<file path="config.mk">
export PLATFORM = sky130hd
export DESIGN_NAME = score_bank_mux
export DESIGN_NICKNAME = d
export VERILOG_FILES = /design/src/rtl/score_bank_mux_pkg.sv /design/src/rtl/score_min_scanner.sv /design/src/rtl/score_bank_mux.sv
export SDC_FILE = /design/constraint.sdc
export NUM_CORES = 1
export LEC_CHECK = 0
export CAP_MARGIN = 20
export CORE_UTILIZATION = 40
export CTS_CLUSTER_DIAMETER = 60
export DETAILED_ROUTE_END_ITERATION = 10
export PLACE_DENSITY = 0.58
export RECOVER_POWER = 25
export SYNTH_ARGS = -nofsm -noshare
export SYNTH_HDL_FRONTEND = slang
export SYNTH_HIERARCHICAL = 1
export SYNTH_SLANG_ARGS = --single-unit
</file>
<file path="constraint.sdc">
create_clock -name clk -period 5 [get_ports clk]
set_input_delay 0.5 -clock clk [delete_from_list [all_inputs] [get_ports clk]]
set_output_delay 0.5 -clock clk [all_outputs]
set_load 0.1 [all_outputs]
</file>
<file path="src/rtl/score_bank_mux_pkg.sv">
`default_nettype none
// ============================================================================
// score_bank_mux_pkg : shared FSM encoding and sizing helpers for the bank
// Revision: 1.0
// ============================================================================
package score_bank_mux_pkg;

  typedef enum logic [1:0] {
    IDLE  = 2'd0,
    SCAN  = 2'd1,
    LATCH = 2'd2
  } bank_state_e;

  // A single slot still needs a 1-bit index port.
  function automatic int sel_width(input int n);
    return (n <= 2) ? 1 : $clog2(n);
  endfunction

  // All-ones "empty" marker of width w, truncated by the caller (w <= 64).
  function automatic logic [63:0] empty_of(input int w);
    return (w >= 64) ? '1 : ((64'd1 << w) - 64'd1);
  endfunction

endpackage
`default_nettype wire

</file>
<file path="src/rtl/score_min_scanner.sv">
`default_nettype none
// ============================================================================
// score_min_scanner : walks the slot values one per cycle, keeps min/argmin
// Revision: 1.0
// ============================================================================
module score_min_scanner
  import score_bank_mux_pkg::*;
#(
  parameter  int WIDTH     = 24,
  parameter  int NUM_SLOTS = 2,
  localparam int SEL_W     = sel_width(NUM_SLOTS)
) (
  input  logic                       clk,
  input  logic                       reset,
  input  logic                       start_i,
  input  logic [NUM_SLOTS*WIDTH-1:0] vals_i,
  output logic                       last_o,
  output logic                       done_o,
  output logic [WIDTH-1:0]           min_o,
  output logic [SEL_W-1:0]           argmin_o
);

  localparam logic [WIDTH-1:0] EMPTY    = WIDTH'(empty_of(WIDTH));
  localparam logic [SEL_W-1:0] LAST_IDX = SEL_W'(NUM_SLOTS - 1);

  logic             busy_q, busy_d;
  logic             done_q, done_d;
  logic [SEL_W-1:0] idx_q, idx_d;
  logic [SEL_W-1:0] arg_q, arg_d;
  logic [WIDTH-1:0] min_q, min_d;
  logic [WIDTH-1:0] cur;
  logic             last;

  always_comb begin
    cur = EMPTY;
    for (int i = 0; i < NUM_SLOTS; i++) begin
      if (idx_q == SEL_W'(i)) cur = vals_i[i*WIDTH +: WIDTH];
    end
  end

  always_comb begin
    busy_d = busy_q;
    idx_d  = idx_q;
    min_d  = min_q;
    arg_d  = arg_q;
    done_d = 1'b0;
    last   = busy_q && (idx_q == LAST_IDX);
    if (start_i) begin
      busy_d = 1'b1;
      idx_d  = '0;
      min_d  = EMPTY;
      arg_d  = '0;
    end else if (busy_q) begin
      // Strict compare: the lowest index keeps a tie, and EMPTY never wins.
      if (cur < min_q) begin
        min_d = cur;
        arg_d = idx_q;
      end
      if (last) begin
        busy_d = 1'b0;
        done_d = 1'b1;
      end else begin
        idx_d = idx_q + SEL_W'(1);
      end
    end
  end

  always_ff @(posedge clk or posedge reset) begin
    if (reset) begin
      busy_q <= 1'b0;
      done_q <= 1'b0;
      idx_q  <= '0;
      arg_q  <= '0;
      min_q  <= EMPTY;
    end else begin
      busy_q <= busy_d;
      done_q <= done_d;
      idx_q  <= idx_d;
      arg_q  <= arg_d;
      min_q  <= min_d;
    end
  end

  assign last_o   = last;
  assign done_o   = done_q;
  assign min_o    = min_q;
  assign argmin_o = arg_q;

endmodule
`default_nettype wire

</file>
<file path="src/rtl/score_bank_mux.sv">
`default_nettype none
// ============================================================================
// score_bank_mux : per-slot best-score bank with overall-best scan and display mux
// Revision: 1.0
// ============================================================================
module score_bank_mux
  import score_bank_mux_pkg::*;
#(
  parameter  int WIDTH     = 24,
  parameter  int NUM_SLOTS = 2,
  localparam int SEL_W     = sel_width(NUM_SLOTS)
) (
  input  logic             clk,
  input  logic             reset,
  input  logic [WIDTH-1:0] score_in,
  input  logic             score_valid,
  input  logic             clear_slot,
  input  logic [SEL_W-1:0] slot_in,
  output logic             ready,
  output logic             new_record,
  input  logic [SEL_W-1:0] disp_sel,
  input  logic             disp_mode,
  output logic [WIDTH-1:0] disp_out,
  output logic [SEL_W-1:0] best_slot
);

  localparam logic [WIDTH-1:0] EMPTY = WIDTH'(empty_of(WIDTH));

  bank_state_e state_q, state_d;

  logic [WIDTH-1:0]           best_q [NUM_SLOTS];
  logic [NUM_SLOTS*WIDTH-1:0] vals;
  logic [WIDTH-1:0]           overall_q;
  logic [SEL_W-1:0]           best_slot_q;
  logic [WIDTH-1:0]           disp_q;
  logic                       rec_q, rec_d;

  logic             slot_ok;
  logic [WIDTH-1:0] cur_best;
  logic [WIDTH-1:0] disp_sel_val;
  logic             wr_en;
  logic [WIDTH-1:0] wr_val;
  logic             scan_start;
  logic             scan_last;
  logic             scan_done;
  logic [WIDTH-1:0] scan_min;
  logic [SEL_W-1:0] scan_arg;

  generate
    for (genvar g = 0; g < NUM_SLOTS; g++) begin : g_flat
      assign vals[g*WIDTH +: WIDTH] = best_q[g];
    end
  endgenerate

  // Loop-based lookups so an out-of-range index reads EMPTY, never X.
  always_comb begin
    slot_ok      = int'(slot_in) < NUM_SLOTS;
    cur_best     = EMPTY;
    disp_sel_val = EMPTY;
    for (int i = 0; i < NUM_SLOTS; i++) begin
      if (int'(slot_in) == i)  cur_best     = best_q[i];
      if (int'(disp_sel) == i) disp_sel_val = best_q[i];
    end
  end

  always_comb begin
    state_d    = state_q;
    wr_en      = 1'b0;
    wr_val     = score_in;
    rec_d      = 1'b0;
    scan_start = 1'b0;
    case (state_q)
      IDLE: begin
        if ((score_valid || clear_slot) && slot_ok) begin
          if (clear_slot) begin
            wr_en      = 1'b1;
            wr_val     = EMPTY;
            scan_start = 1'b1;
            state_d    = SCAN;
          end else if (score_in < cur_best) begin
            wr_en      = 1'b1;
            rec_d      = 1'b1;
            scan_start = 1'b1;
            state_d    = SCAN;
          end
        end
      end
      SCAN:    if (scan_last) state_d = LATCH;
      LATCH:   state_d = IDLE;
      default: state_d = IDLE;
    endcase
  end

  always_ff @(posedge clk or posedge reset) begin
    if (reset) begin
      state_q     <= IDLE;
      rec_q       <= 1'b0;
      overall_q   <= EMPTY;
      best_slot_q <= '0;
      disp_q      <= EMPTY;
      for (int i = 0; i < NUM_SLOTS; i++) best_q[i] <= EMPTY;
    end else begin
      state_q <= state_d;
      rec_q   <= rec_d;
      disp_q  <= disp_mode ? overall_q : disp_sel_val;
      if ((state_q == LATCH) && scan_done) begin
        overall_q   <= scan_min;
        best_slot_q <= scan_arg;
      end
      for (int i = 0; i < NUM_SLOTS; i++) begin
        if (wr_en && (int'(slot_in) == i)) best_q[i] <= wr_val;
      end
    end
  end

  score_min_scanner #(
    .WIDTH    (WIDTH),
    .NUM_SLOTS(NUM_SLOTS)
  ) u_scan (
    .clk     (clk),
    .reset   (reset),
    .start_i (scan_start),
    .vals_i  (vals),
    .last_o  (scan_last),
    .done_o  (scan_done),
    .min_o   (scan_min),
    .argmin_o(scan_arg)
  );

  assign ready      = (state_q == IDLE);
  assign new_record = rec_q;
  assign disp_out   = disp_q;
  assign best_slot  = best_slot_q;

endmodule
`default_nettype wire

</file>
# Yosys cells after proc, flatten, opt, wreduce, memory -nomap -nowiden
# Cells that the tools add are included.
[totals] regBits=128 input_bits=31
[op_classes] n_addsub=1 n_lt_le_gt_ge=2 eq_ne=6 mux=34 bitwise=1 reduce_logical=11
[op_table] op="$mux 24" n=10
[op_table] op="$lt 24x24->1" n=2
[op_table] op="$mux 1" n=19
[op_table] op="$mux 2" n=4
[op_table] op="$logic_and 1x1->1" n=4
[op_table] op="$ne 2x2->1 const B" n=2
[op_table] op="$pmux 2 s2" n=1
[op_table] op="$reduce_and 2->1" n=2
[op_table] op="$reduce_bool 2->1" n=2
[op_table] op="$ne 3x2->1 const B" n=1
[op_table] op="$reduce_and 3->1" n=1
[op_table] op="$eq 2x1->1 const B" n=1
[op_table] op="$eq 2x2->1 const B" n=1
[op_table] op="$logic_not 2->1" n=1
[op_table] op="$ne 2x1->1 const B" n=1
[op_table] op="$add 1x1->1 const B" n=1
[op_table] op="$logic_or 1x1->1" n=1
[op_table] op="$not 1->1" n=1

# Logic depth before layout (Yosys ltp)
[depth] depth_word=8 mapped_depth=14 depth_no_buf=9

# Modules after synthesis
# Netlist, hierarchy kept.
[by_module_without_submodules] mod="score_bank_mux" n_inst=1 cells_per_inst=406 area_each_um2=4947.2 seq_area_each_um2=2622.5
[by_module_without_submodules] mod="score_min_scanner" n_inst=1 cells_per_inst=228 area_each_um2=2140.8 seq_area_each_um2=730.7

# Least setup slack after synthesis
# No wires, ideal clock.
[synth_path] kind="in2reg" start="input slot_in" end="register u_scan.min_q[0] (netlist: u_scan/min_o[0])" t_arrival_ps=3346 t_required_ps=4915 slack_ps=1570 cell_stages=13 path_cell_list="buf_6 -> clkbuf_1 -> mux2i_1 -> ha_1 -> nand4_1 -> nor4_2 -> a22oi_1 -> and3_1 -> buf_6 -> o21a_1 -> clkbuf_1 -> or2_2 -> mux2_1"
[synth_between] elab_chain_len=8 word_cells_on_any_way=10
[synth_lines] element="from (decl)" line="score_bank_mux.sv:18" rtl="input logic [SEL_W-1:0] slot_in,"
[synth_lines] element="$mux 24 (*)" line="score_bank_mux.sv:61" rtl="if (int'(slot_in) == i) cur_best = best_q[i];"
[synth_lines] element="$lt 24x24->1 (*)" line="score_bank_mux.sv:80" rtl="end else if (score_in < cur_best) begin"
[synth_lines] element="$mux 1 (*)" line="score_bank_mux.sv:80"
[synth_lines] element="$mux 1 (*)" line="score_bank_mux.sv:75" rtl="if (clear_slot) begin"
[synth_lines] element="$mux 1 (*)" line="score_bank_mux.sv:74" rtl="if ((score_valid || clear_slot) && slot_ok) begin"
[synth_lines] element="$mux 1 (*)" line="score_bank_mux.sv:72" rtl="case (state_q)"
[synth_lines] element="via scan_start" line="score_bank_mux.sv:43" rtl="logic scan_start;"
[synth_lines] element="$reduce_bool 2->1 (no line)"
[synth_lines] element="$reduce_and 2->1 (no line)"
[synth_lines] element="to (signal assigned)" line="score_min_scanner.sv:80" rtl="min_q <= min_d;"
[synth_lines] element="to (decl)" line="score_min_scanner.sv:30" rtl="logic [WIDTH-1:0] min_q, min_d;"
# Mark *: on every way through the listed nets, which the timed path passes. The rest lies on a longest branch.
# A chain may end at the register's enable or synchronous reset.

# Final worst setup path
[layout_path] start="input slot_in" end="register u_scan.min_q[20] (netlist: u_scan/min_o[20])"
# Same word-level chain as after synthesis.

==> results_dict.tcl <==
set metrics [dict create \
    hold_path_depth 2 \
    async_flop_share_pct 100 \
    dpl_cell_area_mm2 0.00783 \
    ys_ff_latch 128 \
    initial_core_util_pct 41.0 \
    grt_max_degree 78 \
    violations "capacitance limit, slew limit" \
    startpoint "slot_in" \
    multi_input_area_mm2 0.00342 \
    die_area_mm2 0.0183 \
    wl_per_cell_um 19.0 \
    synthesis.area_mm2 0.00709 \
    critPathKind "input pin to register" \
    fin_skew_ns 0.00696 \
    path_clk_slew_ns 0.06 \
    die_x_um 135 \
    period_share_pct 76.9 \
    finalSetupViolCount 0 \
    drc 0 \
    vias 5053 \
    synthToLayoutAreaGrowth_pct 19.2 \
    hold_start "overall_q[17]" \
    synth.top_cell.area_share_pct 44.5 \
    fillers 1562 \
    cts_setup_buffers 0 \
    cts.sinks 128 \
    dp_hpwl_mm 12.1 \
    yosys_warnings 6 \
    fin_crit_ns 3.84 \
    drt_wl_total_mm 17.5 \
    drv_slew 107 \
    cts_tree "yes" \
    vdd_drop_max_uv 590 \
    grt_use_total_pct 20.5 \
    power.total_mw 6.11 \
    cp_max_fo 19 \
    clock_latency_ns 0.43 \
    cts.repair.resized 0 \
    yosysSeqAreaShare_pct 47.3 \
    synth_edf_count 0 \
    cts_max_path_buffers 2 \
    worstReg2RegStart "u_scan/idx_q" \
    port_buffers 57 \
    dr.pass1.iters 4 \
    die_y_um 135 \
    hold_ws_ns 0.490 \
    drtIter0Drc 278 \
    vias_per_cell 5.49 \
    rows 48 \
    overflow 0 \
    fin_tns_setup_ns 0 \
    cts_buffers 17 \
    hold_viol_final 0 \
    leakagePower_nw 3.72 \
    cp.arrival_ns 4.19 \
    root_buffer "clkbuf_16" \
    seqCellArea_mm2 0.00335 \
    antenna_found_initial 0 \
    tightest_slew_ns 3.43 \
    drive_gt1_share_pct 31.8 \
    netlist_instances 634 \
    synth_area_leader_cell "dfstp_2" \
    critical_path.endpoint_type "register" \
    io_pins 58 \
    rsz0062_at_grt "no" \
    diodes 0 \
    worstSetupStartpointType "input pin" \
    cp.required_ns 5.34 \
    synth.area.top_cells "dfstp_2 44%, mux2i_1 10%, ha_1 8.1%, mux2_2 7.6%, nor2_1 4.1%" \
    drtAntennaViolNets 0 \
    powerDensity_mw_per_mm2 724 \
    drv_cap 2 \
    fmax_ghz 0.260 \
    ys_types 43 \
    cts.hold.buffers_added 0 \
    relSlewSlack_pct -130 \
    grt_pass1_vias 5084 \
    ys.flop_type "dfstp_2" \
    gp_congestion 0.845 \
    grt_pass1_wl_mm 28.0 \
    htree_levels 4 \
    status "finished, violations left" \
    worstHoldPathType "register to register" \
    syn_nets 711 \
    nets 760 \
    core_area_mm2 0.0173 \
    post-route-cell-area_mm2 0.00845 \
    ff2ff_path_depth 8 \
    syn_area_per_cell_um2 11.2 \
]
==> metrics by stage <==
step | utilization, % | std cells | setup WS, ns
3_5_place_dp | 45.3 | 889 | 0.766
2_1_floorplan | - | 634 | 1.57
3_3_place_gp | 45.3 | 889 | 0.851
4_1_cts | 48.9 | 921 | 1.22
5_1_grt | 48.8 | 921 | 0.954
6_report | 48.8 | 921 | 1.16
==> worst max-delay path, cell delays in order <==
cell and delay [ns]:
clkdlybuf4s50_1 0.65, buf_4 0.39, mux2i_1 0.25, ha_1 0.27, a21oi_1 0.17, o21ai_0 0.10, a211oi_1 0.38, and3_1 0.36
o21a_1 0.56, buf_4 0.33, nor2_1 0.06, mux2i_1 0.15
==> sequential cells by signal (all words and copies together), names as in the netlist, 2 cells and up <==
register and count:
best_q 48, disp_out 24, overall_q 24, u_scan/min_o 24
state_q 2
==> cells by family after synthesis <==
kind of cell	synth area share [%]
fa+ha+maj	8.12
buf+inv	4.45
flops	47.3
simple gates	8.99
compound gates	13.0
mux	18.2
==> where the power goes <==
group	switching, mW	internal, mW
Clock	0.461	0.832
Sequential	0.402	1.76
Combinational	1.63	1.03
==> final timing paths <==
kind | endpoint | slack, ns
setup / recovery | u_scan/min_o[20] | 1.16
hold / removal | disp_out[17] | 0.49
setup reg to reg | u_scan/min_o[0] | 1.41
hold reg to reg | disp_out[17] | 0.49
max in group asynchronous | state_q[0] | 1.90
min in group asynchronous | u_scan/argmin_o | 1.09
==> final cells by class <==
cell class                      instances  share of cell area [%]
Timing Repair Buffer                   70                    7.96
Clock inverter                         10                    1.57
Multi-Input combinational cell        439                    40.5
Clock buffer                           22                    5.73
Tap cell                              225                    3.33
Inverter                               27                    1.21
Sequential cell                       128                    39.7
==> placed cells by master (no fill, tap or decap), drive strengths merged, types with 8 or more instances in the layout <==
cell type / count
o31a: 10
inv: 26
nor2: 77
dfstp: 120
nand2: 38
o22a: 12
clkdlybuf4s50: 55
buf: 13
ha: 46
mux2: 50
nand4: 8
o21ai: 32
dfrtp: 8
a21oi: 29
mux2i: 72
clkbuf: 23
o32a: 27
==> synth_stat cells, types with 3 or more instances <==
cell and instances:
o22a_1 12, dfrtp_1 8, o21ai_0 32, mux2_2 48, nor3_1 5, clkbuf_1 27, dfstp_2 120, ha_1 46
nand4_1 7, buf_6 8, o32a_1 27, nor2_1 77, inv_1 27, nand2b_1 3, a21oi_1 29, o31a_1 10
mux2i_1 72, buf_2 3, nor2b_1 3, a21o_1 3, nand2_1 38
==> routing by layer <==
layer  track usage (%)  part of all wire [%]  wire, um  vias to the layer above
li1                  -                     -         -                     2388
met1              25.4                    44      7670                     2497
met2              34.3                    50      8680                      135
met3              3.83                   3.9       686                       33
met4              9.43                   2.7       467                        0
met5                 0                     0         0                        -
Note: power is estimated with default switching activity, not from simulation.
